[src/rtl/core_types_pkg.sv]
// Shared types for the issue stage: per-lane decoded request and stall counter limit.
package core_types_pkg;

  localparam int unsigned ISSUE_RW_MAX  = 8;
  localparam int unsigned ISSUE_CNT_W   = 32;
  localparam logic [ISSUE_CNT_W-1:0] ISSUE_STALL_SAT = 32'hFFFF_FFFF;

  typedef struct packed {
    logic                    valid;
    logic [ISSUE_RW_MAX-1:0] rs1;
    logic [ISSUE_RW_MAX-1:0] rs2;
    logic                    use_rs1;
    logic                    use_rs2;
    logic [ISSUE_RW_MAX-1:0] rd;
    logic                    reg_write;
    logic                    is_mem;
    logic                    is_branch;
  } issue_req_t;

endpackage

[src/rtl/issue_scoreboard_if.sv]
// Decode/writeback/issue bundle between the decoders and the issue scoreboard.
interface issue_scoreboard_if #(
  parameter int unsigned LANES = 2,
  parameter int unsigned NREGS = 32
);
  localparam int unsigned RW = $clog2(NREGS);

  logic                flush;
  logic [LANES-1:0]    dec_valid;
  logic [LANES*RW-1:0] dec_rs1;
  logic [LANES*RW-1:0] dec_rs2;
  logic [LANES*RW-1:0] dec_rd;
  logic [LANES-1:0]    dec_use_rs1;
  logic [LANES-1:0]    dec_use_rs2;
  logic [LANES-1:0]    dec_reg_write;
  logic [LANES-1:0]    dec_is_mem;
  logic [LANES-1:0]    dec_is_branch;
  logic [LANES-1:0]    wb_valid;
  logic [LANES*RW-1:0] wb_rd;
  logic [LANES-1:0]    issue;
  logic                bundle_done;
  logic                stall;

  modport master (
    output flush, dec_valid, dec_rs1, dec_rs2, dec_rd, dec_use_rs1, dec_use_rs2,
           dec_reg_write, dec_is_mem, dec_is_branch, wb_valid, wb_rd,
    input  issue, bundle_done, stall
  );

  modport slave (
    input  flush, dec_valid, dec_rs1, dec_rs2, dec_rd, dec_use_rs1, dec_use_rs2,
           dec_reg_write, dec_is_mem, dec_is_branch, wb_valid, wb_rd,
    output issue, bundle_done, stall
  );

endinterface

[src/rtl/issue_lane_check.sv]
// Lane-local readiness: scoreboard RAW/WAW hazards plus hazards against older lanes' destinations.
module issue_lane_check
  import core_types_pkg::*;
#(
  parameter int unsigned LANES = 2,
  parameter int unsigned NREGS = 32
) (
  input  issue_req_t                          req,
  input  logic [NREGS-1:0]                    busy_view,
  input  logic [LANES-1:0]                    older_wr,
  input  logic [LANES-1:0][ISSUE_RW_MAX-1:0]  older_rd,
  output logic                                ready_c,
  output logic                                mem_c,
  output logic                                branch_c
);

  localparam int unsigned EXT_W = 1 << ISSUE_RW_MAX;

  logic [EXT_W-1:0] busy_ext;
  logic             hazard;

  assign busy_ext = EXT_W'(busy_view);

  always_comb begin
    hazard = 1'b0;
    if (req.use_rs1 && busy_ext[req.rs1])   hazard = 1'b1;
    if (req.use_rs2 && busy_ext[req.rs2])   hazard = 1'b1;
    if (req.reg_write && busy_ext[req.rd])  hazard = 1'b1;
    // older_wr only carries lanes ahead of this one that write a nonzero rd
    for (int j = 0; j < int'(LANES); j++) begin
      if (older_wr[j] &&
          ((req.use_rs1 && older_rd[j] == req.rs1) ||
           (req.use_rs2 && older_rd[j] == req.rs2) ||
           (older_rd[j] == req.rd)))
        hazard = 1'b1;
    end
  end

  assign ready_c  = req.valid && !hazard;
  assign mem_c    = req.valid && req.is_mem;
  assign branch_c = req.valid && req.is_branch;

endmodule

[src/rtl/issue_scoreboard.sv]
// In-order multi-lane issue controller with register scoreboard and stall accounting.
// Optional build macro ISSUE_BYPASS_EN: same-cycle writebacks count as ready for the current bundle.
module issue_scoreboard
  import core_types_pkg::*;
#(
  parameter int unsigned LANES     = 2,
  parameter int unsigned NREGS     = 32,
  parameter int unsigned MEM_PORTS = 1
) (
  input  logic                   clk,
  input  logic                   reset,
  issue_scoreboard_if.slave      bus,
  output logic [NREGS-1:0]       busy_regs,
  output logic [ISSUE_CNT_W-1:0] stall_cycles,
  output logic                   sb_err
);

  localparam int unsigned RW = $clog2(NREGS);

  issue_req_t [LANES-1:0]                       reqs;
  logic [LANES-1:0]                             older_wr [LANES];
  logic [LANES-1:0][ISSUE_RW_MAX-1:0]           older_rd [LANES];
  logic [LANES-1:0]                             lane_ready;
  logic [LANES-1:0]                             lane_mem;
  logic [LANES-1:0]                             lane_branch;
  logic [LANES-1:0]                             issue_c;
  logic                                         stall_c;
  logic [NREGS-1:0]                             sb_q, sb_d, clear, set, busy_view;
  logic                                         wb_err;

  // Unpack the flat decode buses into per-lane requests
  always_comb begin
    for (int i = 0; i < int'(LANES); i++) begin
      reqs[i].valid     = bus.dec_valid[i];
      reqs[i].rs1       = ISSUE_RW_MAX'(bus.dec_rs1[i*RW +: RW]);
      reqs[i].rs2       = ISSUE_RW_MAX'(bus.dec_rs2[i*RW +: RW]);
      reqs[i].use_rs1   = bus.dec_use_rs1[i];
      reqs[i].use_rs2   = bus.dec_use_rs2[i];
      reqs[i].rd        = ISSUE_RW_MAX'(bus.dec_rd[i*RW +: RW]);
      reqs[i].reg_write = bus.dec_reg_write[i];
      reqs[i].is_mem    = bus.dec_is_mem[i];
      reqs[i].is_branch = bus.dec_is_branch[i];
    end
  end

  always_comb begin
    for (int i = 0; i < int'(LANES); i++) begin
      older_wr[i] = '0;
      older_rd[i] = '0;
      for (int j = 0; j < i; j++) begin
        older_wr[i][j] = reqs[j].reg_write && (reqs[j].rd != '0);
        older_rd[i][j] = reqs[j].rd;
      end
    end
  end

  // Writeback clears; a writeback to a non-busy register is dropped and flagged
  always_comb begin
    logic [RW-1:0] idx;
    clear  = '0;
    wb_err = 1'b0;
    idx    = '0;
    for (int w = 0; w < int'(LANES); w++) begin
      if (bus.wb_valid[w]) begin
        idx = bus.wb_rd[w*RW +: RW];
        if (idx != '0 && sb_q[idx]) clear[idx] = 1'b1;
        else                        wb_err     = 1'b1;
      end
    end
  end

  always_comb begin
`ifdef ISSUE_BYPASS_EN
    busy_view = sb_q & ~clear;
`else
    busy_view = sb_q;
`endif
    busy_view[0] = 1'b0;
  end

  for (genvar g = 0; g < int'(LANES); g++) begin : g_lane
    issue_lane_check #(
      .LANES (LANES),
      .NREGS (NREGS)
    ) u_chk (
      .req       (reqs[g]),
      .busy_view (busy_view),
      .older_wr  (older_wr[g]),
      .older_rd  (older_rd[g]),
      .ready_c   (lane_ready[g]),
      .mem_c     (lane_mem[g]),
      .branch_c  (lane_branch[g])
    );
  end

  // In-order prefix: memory-port limit and branch termination
  always_comb begin
    logic        chain;
    logic        older_br;
    int unsigned mem_cnt;
    issue_c  = '0;
    chain    = !reset && !bus.flush;
    older_br = 1'b0;
    mem_cnt  = 0;
    for (int i = 0; i < int'(LANES); i++) begin
      mem_cnt = mem_cnt + 32'(lane_mem[i]);
      if (chain && lane_ready[i] && (mem_cnt <= MEM_PORTS) && !older_br)
        issue_c[i] = 1'b1;
      else
        chain = 1'b0;
      older_br = older_br | lane_branch[i];
    end
  end

  assign stall_c         = !reset && !bus.flush && (|(bus.dec_valid & ~issue_c));
  assign bus.issue       = issue_c;
  assign bus.stall       = stall_c;
  assign bus.bundle_done = !reset && ((bus.dec_valid & ~issue_c) == '0);

  // Set wins over clear; r0 never becomes busy
  always_comb begin
    set = '0;
    for (int i = 0; i < int'(LANES); i++) begin
      if (issue_c[i] && bus.dec_reg_write[i] && bus.dec_rd[i*RW +: RW] != '0)
        set[bus.dec_rd[i*RW +: RW]] = 1'b1;
    end
    sb_d    = (sb_q & ~clear) | set;
    sb_d[0] = 1'b0;
  end

  always_ff @(posedge clk or posedge reset) begin
    if (reset) begin
      sb_q         <= '0;
      stall_cycles <= '0;
      sb_err       <= 1'b0;
    end else begin
      sb_q <= sb_d;
      if (stall_c && stall_cycles != ISSUE_STALL_SAT)
        stall_cycles <= stall_cycles + ISSUE_CNT_W'(1);
      if (wb_err)
        sb_err <= 1'b1;
    end
  end

  assign busy_regs = sb_q;

endmodule

[src/flat_wrapper.sv]
// flat-port wrapper written by rule: the top's interface ports become plain ports
module issue_scoreboard_flat import core_types_pkg::*;
#(
  parameter int unsigned LANES     = 2,
  parameter int unsigned NREGS     = 32,
  parameter int unsigned MEM_PORTS = 1
)
  (clk, reset, busy_regs, stall_cycles, sb_err, bus_flush, bus_dec_valid, bus_dec_rs1, bus_dec_rs2, bus_dec_rd, bus_dec_use_rs1, bus_dec_use_rs2, bus_dec_reg_write, bus_dec_is_mem, bus_dec_is_branch, bus_wb_valid, bus_wb_rd, bus_issue, bus_bundle_done, bus_stall);
  issue_scoreboard_if #(.LANES(LANES), .NREGS(NREGS)) bus_i ();
  input  logic clk;
  input  logic reset;
  output logic [NREGS-1:0] busy_regs;
  output logic [ISSUE_CNT_W-1:0] stall_cycles;
  output logic sb_err;
  input wire logic [$bits(bus_i.flush)-1:0] bus_flush;
  input wire logic [$bits(bus_i.dec_valid)-1:0] bus_dec_valid;
  input wire logic [$bits(bus_i.dec_rs1)-1:0] bus_dec_rs1;
  input wire logic [$bits(bus_i.dec_rs2)-1:0] bus_dec_rs2;
  input wire logic [$bits(bus_i.dec_rd)-1:0] bus_dec_rd;
  input wire logic [$bits(bus_i.dec_use_rs1)-1:0] bus_dec_use_rs1;
  input wire logic [$bits(bus_i.dec_use_rs2)-1:0] bus_dec_use_rs2;
  input wire logic [$bits(bus_i.dec_reg_write)-1:0] bus_dec_reg_write;
  input wire logic [$bits(bus_i.dec_is_mem)-1:0] bus_dec_is_mem;
  input wire logic [$bits(bus_i.dec_is_branch)-1:0] bus_dec_is_branch;
  input wire logic [$bits(bus_i.wb_valid)-1:0] bus_wb_valid;
  input wire logic [$bits(bus_i.wb_rd)-1:0] bus_wb_rd;
  output wire logic [$bits(bus_i.issue)-1:0] bus_issue;
  output wire logic [$bits(bus_i.bundle_done)-1:0] bus_bundle_done;
  output wire logic [$bits(bus_i.stall)-1:0] bus_stall;
  assign bus_i.flush = bus_flush;
  assign bus_i.dec_valid = bus_dec_valid;
  assign bus_i.dec_rs1 = bus_dec_rs1;
  assign bus_i.dec_rs2 = bus_dec_rs2;
  assign bus_i.dec_rd = bus_dec_rd;
  assign bus_i.dec_use_rs1 = bus_dec_use_rs1;
  assign bus_i.dec_use_rs2 = bus_dec_use_rs2;
  assign bus_i.dec_reg_write = bus_dec_reg_write;
  assign bus_i.dec_is_mem = bus_dec_is_mem;
  assign bus_i.dec_is_branch = bus_dec_is_branch;
  assign bus_i.wb_valid = bus_wb_valid;
  assign bus_i.wb_rd = bus_wb_rd;
  assign bus_issue = bus_i.issue;
  assign bus_bundle_done = bus_i.bundle_done;
  assign bus_stall = bus_i.stall;
  issue_scoreboard #(.LANES(LANES), .NREGS(NREGS), .MEM_PORTS(MEM_PORTS)) u_core (.clk(clk), .reset(reset), .bus(bus_i), .busy_regs(busy_regs), .stall_cycles(stall_cycles), .sb_err(sb_err));
endmodule
[config.mk]
export PLATFORM = sky130hd
export DESIGN_NAME = issue_scoreboard_flat
export DESIGN_NICKNAME = d
export VERILOG_FILES = /design/src/rtl/core_types_pkg.sv /design/src/rtl/issue_scoreboard_if.sv /design/src/rtl/issue_lane_check.sv /design/src/rtl/issue_scoreboard.sv /design/src/flat_wrapper.sv
export SDC_FILE = /design/constraint.sdc
export NUM_CORES = 1
export LEC_CHECK = 0
export CORE_MARGIN = 5
export CORE_UTILIZATION = 30
export CTS_BUF_LIST = sky130_fd_sc_hd__clkbuf_4 sky130_fd_sc_hd__clkbuf_8 sky130_fd_sc_hd__clkbuf_16
export DETAILED_ROUTE_END_ITERATION = 8
export HOLD_SLACK_MARGIN = 0.03
export PLACE_DENSITY = 0.53
export SLEW_MARGIN = 20
export SYNTH_ARGS = -nofsm -noshare
export SYNTH_HDL_FRONTEND = slang
export SYNTH_HIERARCHICAL = 1
export SYNTH_SLANG_ARGS = --single-unit
[constraint.sdc]
create_clock -name clk -period 5.32 [get_ports clk]
set_clock_uncertainty 0.15 [all_clocks]
set_input_delay 0.798 -clock clk [delete_from_list [all_inputs] [get_ports clk]]
set_output_delay 0.798 -clock clk [all_outputs]
set_load 0.1 [all_outputs]
# Word-level counts from Yosys, hierarchy flattened
# Cells that the tools add are included.
totals:
  latch_bits: 0
  input_bits: 57
  register_bits: 64
  mem_bits_ro: 0
  ramBits: 0
  mem_count: 0
classes:
  add_sub_neg: 2
  reduce_logical: 48
  n_eq_ne: 4
  n_bitwise: 7
  n_shift: 0
  order_cmp: 16
  div_mod_pow: 0
  mul: 0
  muxes: 44
ops:
  columns: ["operator", "n"]
  rows:
  - ["$mux W32", 6]
  - ["$or A32 B32 Y32", 3]
  - ["$lt A5 B9 Y1 const B", 6]
  - ["$bmux W1 S5", 8]
  - ["$logic_and A1 B1 Y1", 34]
  - ["$add A32 B1 Y32 const B", 1]
  - ["$and A32 B32 Y32", 1]
  - ["$le A32 B1 Y1 const B", 1]
  - ["$ne A32 B32 Y1 const B", 1]
  - ["$not A32 Y32", 1]
  - ["$mux W1", 26]
  - ["$lt A5 B6 Y1 const B", 4]
  - ["$demux W1 S5", 4]
  - ["$ge A5 B1 Y1 const B", 4]
  - ["$reduce_bool A5 Y1", 4]
  - ["$eq A5 B5 Y1", 3]
  - ["$reduce_bool A8 Y1", 1]
  - ["$logic_not A1 Y1", 5]
  - ["$add A1 B1 Y2", 1]
  - ["$and A2 B2 Y2", 1]
  - ["$logic_not A2 Y1", 1]
  - ["$logic_or A1 B1 Y1", 2]
  - ["$not A2 Y2", 1]
  - ["$reduce_or A2 Y1", 1]
  - ["$le A1 B1 Y1 const B", 1]

# Logic depth before layout (Yosys ltp)
# Gate-level depths: netlist (run 1).
depth:
  ltp_word: 20
  mapped_depth: 15
  ltp_nobuf: 14

# By module
# The synthesis (run 1) kept the hierarchy.
modules_own_cells:
  columns: ["module", "cells_each", "area_per_inst_um2", "seq_area_each_um2", "n_inst"]
  rows:
  - ["issue_scoreboard", 470, 4376.7, 1601.5, 1]
  - ["issue_lane_check", 146, 1466.4, 0.0, 2]

# Worst setup path after synthesis (run 1)
# OpenSTA, ideal clock, no wires.
synth_timing:
  path_type: "input to output"
  start: "in bus_dec_rd[1]"
  end: "out bus_bundle_done"
  path_slack_ns: -0.335
  stages: 9
  arrival_ns: 4.707
  path_cell_list: "buf_2 -> mux4_2 -> nor2b_1 -> a211oi_1 -> a211oi_1 -> nor4_2 -> nor3b_4 -> a21oi_1 -> nor2_1"
synth_via:
  elab_cells_between_ends: 31
  cone_classes: "3 x eq/ne; 7 x mux; 2 x bitwise; 19 x reduce/logical"
synth_lines:
  columns: ["item", "line", "text"]
  rows:
  - ["start, declared", "flat_wrapper.sv:19", "input wire logic [$bits(bus_i.dec_rd)-1:0] bus_dec_rd;"]
  - ["$bmux W1 S5", "issue_lane_check.sv:28", "if (req.reg_write && busy_ext[req.rd]) hazard = 1'b1;"]
  - ["$mux W1 (implied by the code)", "issue_lane_check.sv:28", null]
  - ["$logic_and A1 B1 Y1", "issue_lane_check.sv:28", null]
  - ["$mux W1", "issue_lane_check.sv:28", null]
  - ["$logic_not A1 Y1", "issue_lane_check.sv:39", "assign ready_c = req.valid && !hazard;"]
  - ["$logic_and A1 B1 Y1", "issue_lane_check.sv:39", null]
  - ["named net u_core.lane_ready[0]", "issue_scoreboard.sv:23", "logic [LANES-1:0] lane_ready;"]
  - ["$logic_and A1 B1 Y1 (2 in series)", "issue_scoreboard.sv:107", "if (chain && lane_ready[i] && (mem_cnt <= MEM_PORTS) && !older_br)"]
  - ["$mux W1", "issue_scoreboard.sv:107", null]
  - ["named net bus_issue[0]", "flat_wrapper.sv:27", "output wire logic [$bits(bus_i.issue)-1:0] bus_issue;"]
  - ["$not A2 Y2", "issue_scoreboard.sv:118", "assign bus.bundle_done = !reset && ((bus.dec_valid & ~issue_c) == '0);"]
  - ["$and A2 B2 Y2", "issue_scoreboard.sv:118", null]
  - ["$logic_not A2 Y1", "issue_scoreboard.sv:118", null]
  - ["$logic_and A1 B1 Y1", "issue_scoreboard.sv:118", null]
  - ["end, declared", "flat_wrapper.sv:28", "output wire logic [$bits(bus_i.bundle_done)-1:0] bus_bundle_done;"]
# The timed path passes the listed nets, and every way through them passes these cells. The select of a mux whose other input is x is not followed.

# Worst setup path after layout (run 1)
layout_timing:
  start: "in bus_dec_rs2[0]"
  end: "out bus_issue[1]"
layout_via:
  elab_chain_len: 14
layout_rtl:
  columns: ["item", "line", "text"]
  rows:
  - ["start, declared", "flat_wrapper.sv:18", "input wire logic [$bits(bus_i.dec_rs2)-1:0] bus_dec_rs2;"]
  - ["$bmux W1 S5", "issue_lane_check.sv:27", "if (req.use_rs2 && busy_ext[req.rs2]) hazard = 1'b1;"]
  - ["$mux W1 (implied by the code)", "issue_lane_check.sv:27", null]
  - ["$logic_and A1 B1 Y1", "issue_lane_check.sv:27", null]
  - ["$mux W1", "issue_lane_check.sv:27", null]
  - ["$mux W1", "issue_lane_check.sv:28", null]
  - ["$logic_not A1 Y1", "issue_lane_check.sv:39", null]
  - ["$logic_and A1 B1 Y1", "issue_lane_check.sv:39", null]
  - ["named net u_core.lane_ready[0]", "issue_scoreboard.sv:23", null]
  - ["$logic_and A1 B1 Y1 (2 in series)", "issue_scoreboard.sv:107", null]
  - ["$mux W1", "issue_scoreboard.sv:107", null]
  - ["$logic_and A1 B1 Y1 (3 in series)", "issue_scoreboard.sv:107", null]
  - ["$mux W1", "issue_scoreboard.sv:107", null]
  - ["end, declared", "flat_wrapper.sv:27", null]
# The timed path passes the listed nets, and every way through them passes these cells. The select of a mux whose other input is x is not followed.

==> metrics.md, run 1 <==
| Metric | Value |
|---|---|
| Outcome | `finished clean` |
| Row Count | `57` |
| Setup Crit Path Kind | `input pin to output port` |
| Achievable Freq | `204.9 MHz` |
| Setup TNS Final | `0 ns` |
| Start point of the critical path | `bus_dec_rs2[0]` |
| Seq pwr share | `just under 30%` |
| Wire length per cell | `20.07 um` |
| Sw frac | `a little over two fifths` |
| CTS Hold Bufs | `0` |
| Max-slew violation count | `0` |
| Reg2reg end | `u_core/busy_regs[1]$_DFF_PP0_` |
| Crit-path max cell delay | `0.58 ns` |
| Peak supply drop | `0.0003421 V` |
| Drt pass-1 iters | `5` |
| Final hold vios | `0` |
| Max-cap viol count | `0` |
| Die X | `166.0 um` |
| CTS Buf Count | `9` |
| Area after DPL | `9573 um2` |
| WHS Endpoint | `u_core/stall_cycles[5]$_DFFE_PP0P_` |
| Fin cells | `1367` |
| GRT Total Usage | `19.32%` |
| Maximum buffer depth of the clock tree | `2` |
| Syn_area_per_cell | `9.597 um2` |
| Io pins | `126` |
| Share of layout cells above drive strength 1 | `12.85%` |
| Post-route cell area | `around 10000 um2` |
| Grt ovf | `0` |
| CP max stage cell | `clkdlybuf4s50_1` |
| Pwr Density | `roughly 230 nW/um2` |
| Placer Congestion | `between 0.8 and 0.9` |
| Dpl hpwl | `19840 um` |
| P_sw | `about 0.0010 W` |
| Hold Crit Depth | `1` |
| GRT Max-Usage Layer | `met2` |
| Critical path data arrival time | `3.93 ns` |
| Mapped Area | `7303 um2` |
| Worst-Skew Late Latency | `0.34 ns` |
| Hold Startpoint | `u_core/stall_cycles[5]$_DFFE_PP0P_` |
| Sink Count | `64` |
| Required time of the critical path | `4.37 ns` |
| FF-to-FF path depth | `12` |
| Startpoint type of the worst setup path | `input pin` |
| Antenna viol nets, final | `0` |
| Clock transition at path regs | `approximately 0.060 ns` |
| WL final | `27430 um` |
| Setup Fix Bufs, Post-CTS | `0` |
| Quantity of gates resized following cts | `0` |
| Crit-path max FO | `6` |
| Flop2flop setup slack | `1.22 ns` |
| H-Tree Depth | `3` |
| Rel. slew slack | `a little under a quarter` |
| Internal | `0.001299 W` |
| RSZ-0062 raised after global routing | `false` |
| Synth-to-layout area growth | `35.62%` |
| Lkg Pwr | `around 4.0 nW` |
| Period minus WS final | `4.881 ns` |
| Detailed Route Iter0 Violations | `684` |
| DRC viols | `0` |
| TritonCTS clock tree | `built` |
| Input/output buffers | `about 120` |
| Largest net degree at the start of global routing | `40` |
| Vias after detailed routing | `7321` |
| Multi-input gate area | `approximately 5900 um2` |
| Most common cell after layout, fill and taps aside | `conb_1` |
| Worst Hold Class | `flip-flop to flip-flop` |
| GR Util met1 | `between 20% and 30%` |
| Clk root buf | `clkbuf_16` |
| Die ar. | `27560 um2` |
| Combinational power share | `42.6%` |
| Core area | `between 20000 and 25000 um2` |
| FF-to-FF Start | `u_core/busy_regs[1]$_DFF_PP0_` |
| Die Ht | `about 170 um` |
| Clock power share | `28.5%` |
| Register area | `1602 um2` |
| FILL cells | `2437` |
| GR Util met3 | `about 5.0%` |
| Most frequent cells in the layout | `conb_1 (151), clkdlybuf4s50_1 (119), xnor2_1 (96), dfrtp_1 (64), nand2_1 (44)` |
| Yosys warning count | `6` |
| Antenna fix cells | `0` |
| Initial antenna violation count | `0` |
| Via density | `5.356` |
| Starting density of the core | `30.21%` |
| CP Capture Type | `output port` |
| Final setup viols | `0` |
| Syn Inst Count | `761` |
| GRT met2 Usage | `30.08%` |
| Final #Nets | `1096` |
| Tcrit/Tclk final | `91.75%` |
| Placed insts | `1351` |
| First-pass GRT wire length | `42080 um` |
| CP cell instances | `clkdlybuf4s50_1 > mux4_1 > mux2_2 > o311ai_2 > a31oi_1 > nor4_2 > buf_4 > nor3b_4 > and3_1 > buf_12` |
| Number of global-route vias before repair | `approximately 7000` |
| Worst-Margin Slew | `1.151 ns` |
[metal layers]
metal  wire, um  up-vias
met5          0        -
met4        810        0
met3       2679       43
met2      12300      407
met1      11640     3507
li1           -     3364
[power by group through the flow]
stage          Combinational, W  Clock (W)  Sequential [W]
5_1_grt                 0.00104   0.000692        0.000673
6_report               0.000982   0.000657        0.000666
2_1_floorplan          0.000400          0        0.000938
3_5_place_dp           0.000976          0        0.000669
4_1_cts                0.000980   0.000674        0.000661
3_3_place_gp           0.000974          0        0.000670
[worst max path at each step]
stage / cells after the start / to / slack [ns]
6_report: 10 / bus_issue[1] / 0.44
5_1_grt: 13 / bus_stall / 0.15
4_1_cts: 11 / bus_issue[1] / 0.37
3_5_place_dp: 15 / u_core/stall_cycles[17]$_DFFE_PP0P_ / 0.34
3_3_place_gp: 17 / u_core/stall_cycles[15]$_DFFE_PP0P_ / 0.40
2_1_floorplan: 9 / bus_bundle_done / 0.1
[cell type report]
| cell class | count | share of cell area (%) |
|---|---|---|
| sequential | 64 | 16.17 |
| clock buffer | 10 | 2.413 |
| multi-input combinational | 783 | 59.99 |
| tap | 324 | 4.093 |
| timing repair buffer | 160 | 15.64 |
| inverter | 20 | 0.7580 |
| clock inverter | 6 | 0.9348 |
[through the flow]
| stage | util [%] | hold WS [ns] | setup WS (ns) | total power, W |
|---|---|---|---|---|
| 5_1_grt | 40.97 | 0.3601 | 0.1471 | 0.002403 |
| 3_5_place_dp | 39.60 | 0.3306 | 0.3381 | 0.001645 |
| 2_1_floorplan | - | 0.7786 | 0.09518 | 0.001338 |
| 4_1_cts | 40.97 | 0.3413 | 0.3665 | 0.002315 |
| 6_report | 40.97 | 0.3405 | 0.4391 | 0.002304 |
| 3_3_place_gp | 39.60 | 0.3273 | 0.3999 | 0.001644 |
[worst max-delay path, delay by kind of cell]
kind | cells | cell delay, ns
AOI/OAI and AO/OA | 2 | 0.37
muxes | 2 | 0.86
buffers and inverters | 3 | 0.97
and+or+nand+nor | 3 | 0.93
[state kept, by name (all words and copies together) (netlist names)]
register / count
u_core/sb_err: 1
u_core/busy_regs: 31
u_core/stall_cycles: 32
(Power assumes the default switching activity.)
==> inputs of run 2 (changes only) <==
Settings changed: ABC_AREA set to 1, PLACE_DENSITY 0.53 to 0.52, RECOVER_POWER set to 100, SKIP_LAST_GASP set to 1.
==> metrics.md, run 2 <==
| Metric | Value |
|---|---|
| Syn_area_per_cell | `around 5.4 um2` |
| Grt ovf | `0` |
| Rel. slew slack | `-45.51%` |
| Most frequent cells in the layout | `nand2_1 (703), nand3_1 (266), conb_1 (171), inv_1 (138), nor2_1 (131)` |
| Post-route cell area | `11200 um2` |
| Worst Hold Class | `flip-flop to flip-flop` |
| Vias after detailed routing | `11070` |
| Io pins | `126` |
| Worst-Margin Slew | `between 2 and 2.5 ns` |
| Required time of the critical path | `approximately 4.4 ns` |
| First-pass GRT wire length | `between 50000 and 60000 um` |
| WL final | `37410 um` |
| Row Count | `62` |
| CTS Buf Count | `9` |
| Wire length per cell | `approximately 16 um` |
| Area after DPL | `10900 um2` |
| H-Tree Depth | `3` |
| Biggest register | `u_core/stall_cycles` |
| P_sw | `~0.0013 W` |
| Placer Congestion | `0.9242` |
| Quantity of gates resized following cts | `0` |
| Core area | `28860 um2` |
| Peak supply drop | `0.0001469 V` |
| Metal2 WL | `between 15000 and 20000 um` |
| Final #Nets | `1963` |
| Period minus WS final | `4.850 ns` |
| GRT Total Usage | `21.99%` |
| CP top delay family | `simple AND/OR/NAND/NOR gates` |
| Setup Crit Path Kind | `input pin to output port` |
| CP cell instances | `dlygate4sd3_1 > inv_8 > nand2_1 > nand3_1 > nand3_1 > nand2_1 > nand2_1 > nand3_1 > nand3_1 > nand2_1 > nor2_1 > nand2_1 > inv_1 > nand3_1 > and3_1 > clkbuf_4` |
| Max FFs per register | `32` |
| FILL cells | `3311` |
| Final core utilization | `38.82%` |
| Syn Inst Count | `1630` |
| Internal | `0.001260 W` |
| Clk root buf | `clkbuf_16` |
| Metal3 WL | `2583 um` |
| WP buf/inv | `4` |
| Worst-Skew Late Latency | `between 0.3 and 0.4 ns` |
| Top Metal Used | `met4` |
| Detailed Route Iter0 Violations | `1016` |
| Outcome | `finished with violations` |
| Setup TNS Final | `0 ns` |
| Via density | `4.824` |
| Number of global-route vias before repair | `between 10000 and 15000` |
| Most common cell after layout, fill and taps aside | `nand2_1` |
| Crit-path max cell delay | `~0.96 ns` |
| Mapped Area | `8812 um2` |
| Synth-to-layout area growth | `27.13%` |
| Max-slew violation count | `41` |
| Largest net degree at the start of global routing | `41` |
| Die Ht | `181.4 um` |
| Final setup viols | `0` |
| Sink Count | `64` |
| Sw frac | `50.76%` |
| Die X | `181.4 um` |
| CP max stage cell | `dlygate4sd3_1` |
| Critical path data arrival time | `3.90 ns` |
| Clock transition at path regs | `0.05 ns` |
| Share of layout cells above drive strength 1 | `4.817%` |
| Lkg Pwr | `5.437 nW` |
| Startpoint type of the worst setup path | `input pin` |
| Metal-1 WL | `16280 um` |
| Combinational power share | `45.6%` |
| Input/output buffers | `123` |
| Antenna fix cells | `0` |
| Tcrit/Tclk final | `91.16%` |
| Starting density of the core | `a little under a third` |
| Clock power share | `25.8%` |
| RSZ-0062 raised after global routing | `false` |
| Crit-path max FO | `18` |
| Yosys warning count | `6` |
| DRC viols | `0` |
| Max-cap viol count | `1` |
| TritonCTS clock tree | `built` |
| Setup Fix Bufs, Post-CTS | `0` |
| Antenna viol nets, final | `0` |
| Pwr Density | `228.4 nW/um2` |
| Maximum buffer depth of the clock tree | `2` |
| Achievable Freq | `206.2 MHz` |
| Initial antenna violation count | `0` |
| Seq pwr share | `28.6%` |
| CTS Hold Bufs | `0` |
| Dpl hpwl | `around 27000 um` |
| Drt pass-1 iters | `6` |
| Failing checks | `capacitance limit, slew limit` |
| CP Capture Type | `output port` |
| Die ar. | `32900 um2` |
| Final hold vios | `0` |
-- run 2: area by class of cell --
class,instances,area [um2],area share [%]
inverters,162,653.1,5.830
clock inverters,6,92.59,0.8264
multi-input cells,1525,6749,60.24
repair buffers,143,1388,12.39
flip-flops and latches,64,1602,14.30
well taps,384,480.5,4.289
clock buffers,10,239.0,2.133
-- run 2: metrics by stage --
step	total power [W]	std cells	worst slack (ns)	hold WS, ns
floorplan	0.001525	1800	0.4827	0.7914
global placement	0.001907	2278	0.5610	0.3635
detailed placement	0.001916	2278	0.5246	0.3759
CTS	0.002582	2294	0.5010	0.4019
global route	0.002683	2294	0.2026	0.4439
finish	0.002558	2294	0.4702	0.3885
-- run 2: worst paths after layout --
check                      slack, ns                            from                                  end  cells past startpoint
max in group asynchronous       1.41                           reset       u_core/busy_regs[21]$_DFF_PP0_                      3
min reg2reg                     0.39       u_core/sb_err$_DFFE_PP0P_            u_core/sb_err$_DFFE_PP0P_                      2
max reg2reg                     1.54  u_core/busy_regs[29]$_DFF_PP0_   u_core/stall_cycles[4]$_DFFE_PP0P_                     19
min in group asynchronous       1.04                           reset  u_core/stall_cycles[31]$_DFFE_PP0P_                      2
max                             0.47                  bus_dec_rs1[0]                            bus_stall                     16
min                             0.39       u_core/sb_err$_DFFE_PP0P_            u_core/sb_err$_DFFE_PP0P_                      2
-- run 2: worst min-delay path, delay by kind of cell, from the launching register on --
family          cells  cell delay, ns
compound gates      1            0.10
buf+inv             1            0.05
flops               1            0.35
-- run 2: power groups by stage --
| stage | logic (W) | registers (W) | clock network, W |
|---|---|---|---|
| CTS | 0.00118 | 0.000727 | 0.000671 |
| floorplan | 0.000483 | 0.00104 | 0 |
| global placement | 0.00117 | 0.000733 | 0 |
| global route | 0.00126 | 0.000731 | 0.000694 |
| detailed placement | 0.00118 | 0.000735 | 0 |
| finish | 0.00117 | 0.000732 | 0.000660 |
-- run 2: per-layer routing --
layer | track usage (%) | vias to the layer above
met5 | 0 | -
met2 | 36.50 | 428
met3 | 2.861 | 69
met1 | 30.00 | 4985
met4 | 6.424 | 0
li1 | - | 5584
==> inputs of run 3 (changes only) <==
Settings changed: CTS_CLUSTER_SIZE set to 25.
Clock period 5.32 ns to 5.74 ns, I/O delays scaled along.
==> metrics.md, run 3 (synthesized netlist as in run 2, its figures left out) <==
| Metric | Value |
|---|---|
| Vias after detailed routing | `11080` |
| Pwr Density | `208.3 nW/um2` |
| Max-cap viol count | `1` |
| Setup Fix Bufs, Post-CTS | `0` |
| Largest net degree at the start of global routing | `65` |
| Input/output buffers | `roughly 120` |
| Final hold vios | `0` |
| Via density | `4.830` |
| Clk root buf | `clkbuf_16` |
| Initial antenna violation count | `2` |
| Worst setup margin | `0.5337 ns` |
| Die X | `181.4 um` |
| Setup Crit Path Kind | `input pin to output port` |
| Peak supply drop | `0.0001402 V` |
| TritonCTS clock tree | `built` |
| Sw frac | `between 50 and 60%` |
| Internal | `0.001125 W` |
| Synth-to-layout area growth | `26.69%` |
| Period minus WS final | `5.206 ns` |
| Combinational power share | `47.2%` |
| Share of layout cells above drive strength 1 | `~4.7%` |
| Critical path data arrival time | `4.20 ns` |
| Hold_ws | `0.3868 ns` |
| Sink Count | `64` |
| DRC viols | `0` |
| WHS Endpoint | `u_core/sb_err$_DFFE_PP0P_` |
| Drt pass-1 iters | `5` |
| Maximum buffer depth of the clock tree | `2` |
| Clock power share | `24.4%` |
| Max-slew violation count | `65` |
| FF-to-FF Start | `u_core/busy_regs[29]$_DFF_PP0_` |
| Worst Hold Class | `flip-flop to flip-flop` |
| RSZ-0062 raised after global routing | `false` |
| Core area | `28860 um2` |
| Antenna viol nets, final | `0` |
| CTS Buf Count | `9` |
| Biggest register | `u_core/stall_cycles` |
| Worst-Margin Slew | `3.654 ns` |
| Die ar. | `32900 um2` |
| Outcome | `finished with violations` |
| Lkg Pwr | `approximately 5.4 nW` |
| Io pins | `around 130` |
| Grt ovf | `0` |
| Row Count | `62` |
| WL final | `approximately 37000 um` |
| GRT Total Usage | `22.00%` |
| Reg2reg end | `u_core/stall_cycles[4]$_DFFE_PP0P_` |
| Required time of the critical path | `4.73 ns` |
| Final Total Pwr | `0.002326 W` |
| Wire length per cell | `16.26 um` |
| Die Ht | `181.4 um` |
| Most frequent cells in the layout | `nand2_1 (703), nand3_1 (266), conb_1 (171), inv_1 (137), nor2_1 (131)` |
| Max FFs per register | `32` |
| Starting density of the core | `30.54%` |
| Failing checks | `capacitance limit, slew limit` |
| Flop2flop setup slack | `1.64 ns` |
| FF-to-FF path depth | `19` |
| Crit-path max FO | `19` |
| Number of global-route vias before repair | `10090` |
| Clock transition at path regs | `0.06 ns` |
| Detailed Route Iter0 Violations | `908` |
| Final setup viols | `0` |
| Dpl hpwl | `between 20000 and 30000 um` |
| Hold Crit Depth | `2` |
| Final #Nets | `about 2000` |
| First-pass GRT wire length | `57760 um` |
| Tcrit/Tclk final | `90.70%` |
| Setup TNS Final | `0 ns` |
| Hold Startpoint | `u_core/sb_err$_DFFE_PP0P_` |
| CTS Hold Bufs | `0` |
| Achievable Freq | `192.1 MHz` |
| Placer Congestion | `0.9173` |
| Quantity of gates resized following cts | `0` |
| Most common cell after layout, fill and taps aside | `nand2_1` |
| Antenna fix cells | `0` |
| Startpoint type of the worst setup path | `input pin` |
| Seq pwr share | `28.5%` |
| Rel. slew slack | `-143.6%` |
| P_sw | `0.001201 W` |
| Place WS | `0.7334 ns` |
| CP Capture Type | `output port` |
| H-Tree Depth | `3` |
| Worst-Skew Late Latency | `around 0.34 ns` |
## run 3: cell count changes in the layout (fill, tap and decap cells not counted)
cell             delta
dlygate4sd3_1       +1
clkbuf_4            -1
clkbuf_1            +1
clkinv_2            +1
inv_1               -1
nor3_1              +2
nor3_2              -2
clkdlybuf4s50_1     -1
o21ai_1             -2
bufinv_16           -1
clkinv_4            -1
inv_6               +1
clkinv_1            +1
o21ai_0             +2
## run 3: worst max path at each step
stage	from	end	slack, ns	cells past startpoint
final	bus_dec_rs1[0]	bus_stall	0.53	16
after global routing	bus_dec_rs1[0]	bus_stall	0.28	16
after CTS	bus_dec_rs1[0]	bus_bundle_done	0.71	16
after detailed placement	bus_dec_rs1[0]	bus_bundle_done	0.73	16
after global placement	bus_dec_rs1[0]	bus_bundle_done	0.77	16
after floorplan	bus_dec_rd[0]	bus_bundle_done	0.78	15
## run 3: worst max-delay path, cell delays in order
cell and delay (ns):
dlygate4sd3_1 1.05, inv_8 0.13, nand2_1 0.10, nand3_1 0.08
nand3_1 0.09, nand2_1 0.06, a21oi_1 0.11, nand2_1 0.06
nand3_1 0.09, nand2_1 0.08, nor2_1 0.35, nand2_1 0.20
inv_1 0.11, nand3_1 0.17, and3_1 0.26, clkbuf_2 0.37
## run 3: power by group through the flow
stage	combinational, W	sequential (W)	clock [W]
floorplan	0.000447	0.000966	0
global placement	0.00110	0.000666	0
detailed placement	0.00111	0.000668	0
CTS	0.00111	0.000659	0.000582
global route	0.00118	0.000668	0.000602
finish	0.00110	0.000662	0.000567
## run 3: routing by layer
layer  GRT usage [%]  part of all wire (%)  vias up
met5               0                  0.13        -
met2           36.54                    46      434
met4           6.485                   2.6        6
met1           28.89                    42     4989
li1                -                     -     5585
met3           4.562                   8.7       65
## run 3: final cells by class
cell class | count | area [um2]
multi-input cells | 1525 | 6739
fillers | 3285 | 17690
clock buffers | 10 | 239.0
clock inverters | 6 | 67.56
flip-flops and latches | 64 | 1602
repair buffers | 143 | 1384
inverters | 162 | 653.1
well taps | 384 | 480.5
## run 3: stage by stage
stage	area, um2	std cells	util [%]
floorplan	9450	1800	-
global route	11160	2294	38.69
detailed placement	10890	2278	37.74
global placement	10890	2278	37.74
CTS	11200	2294	38.80
finish	11160	2294	38.69
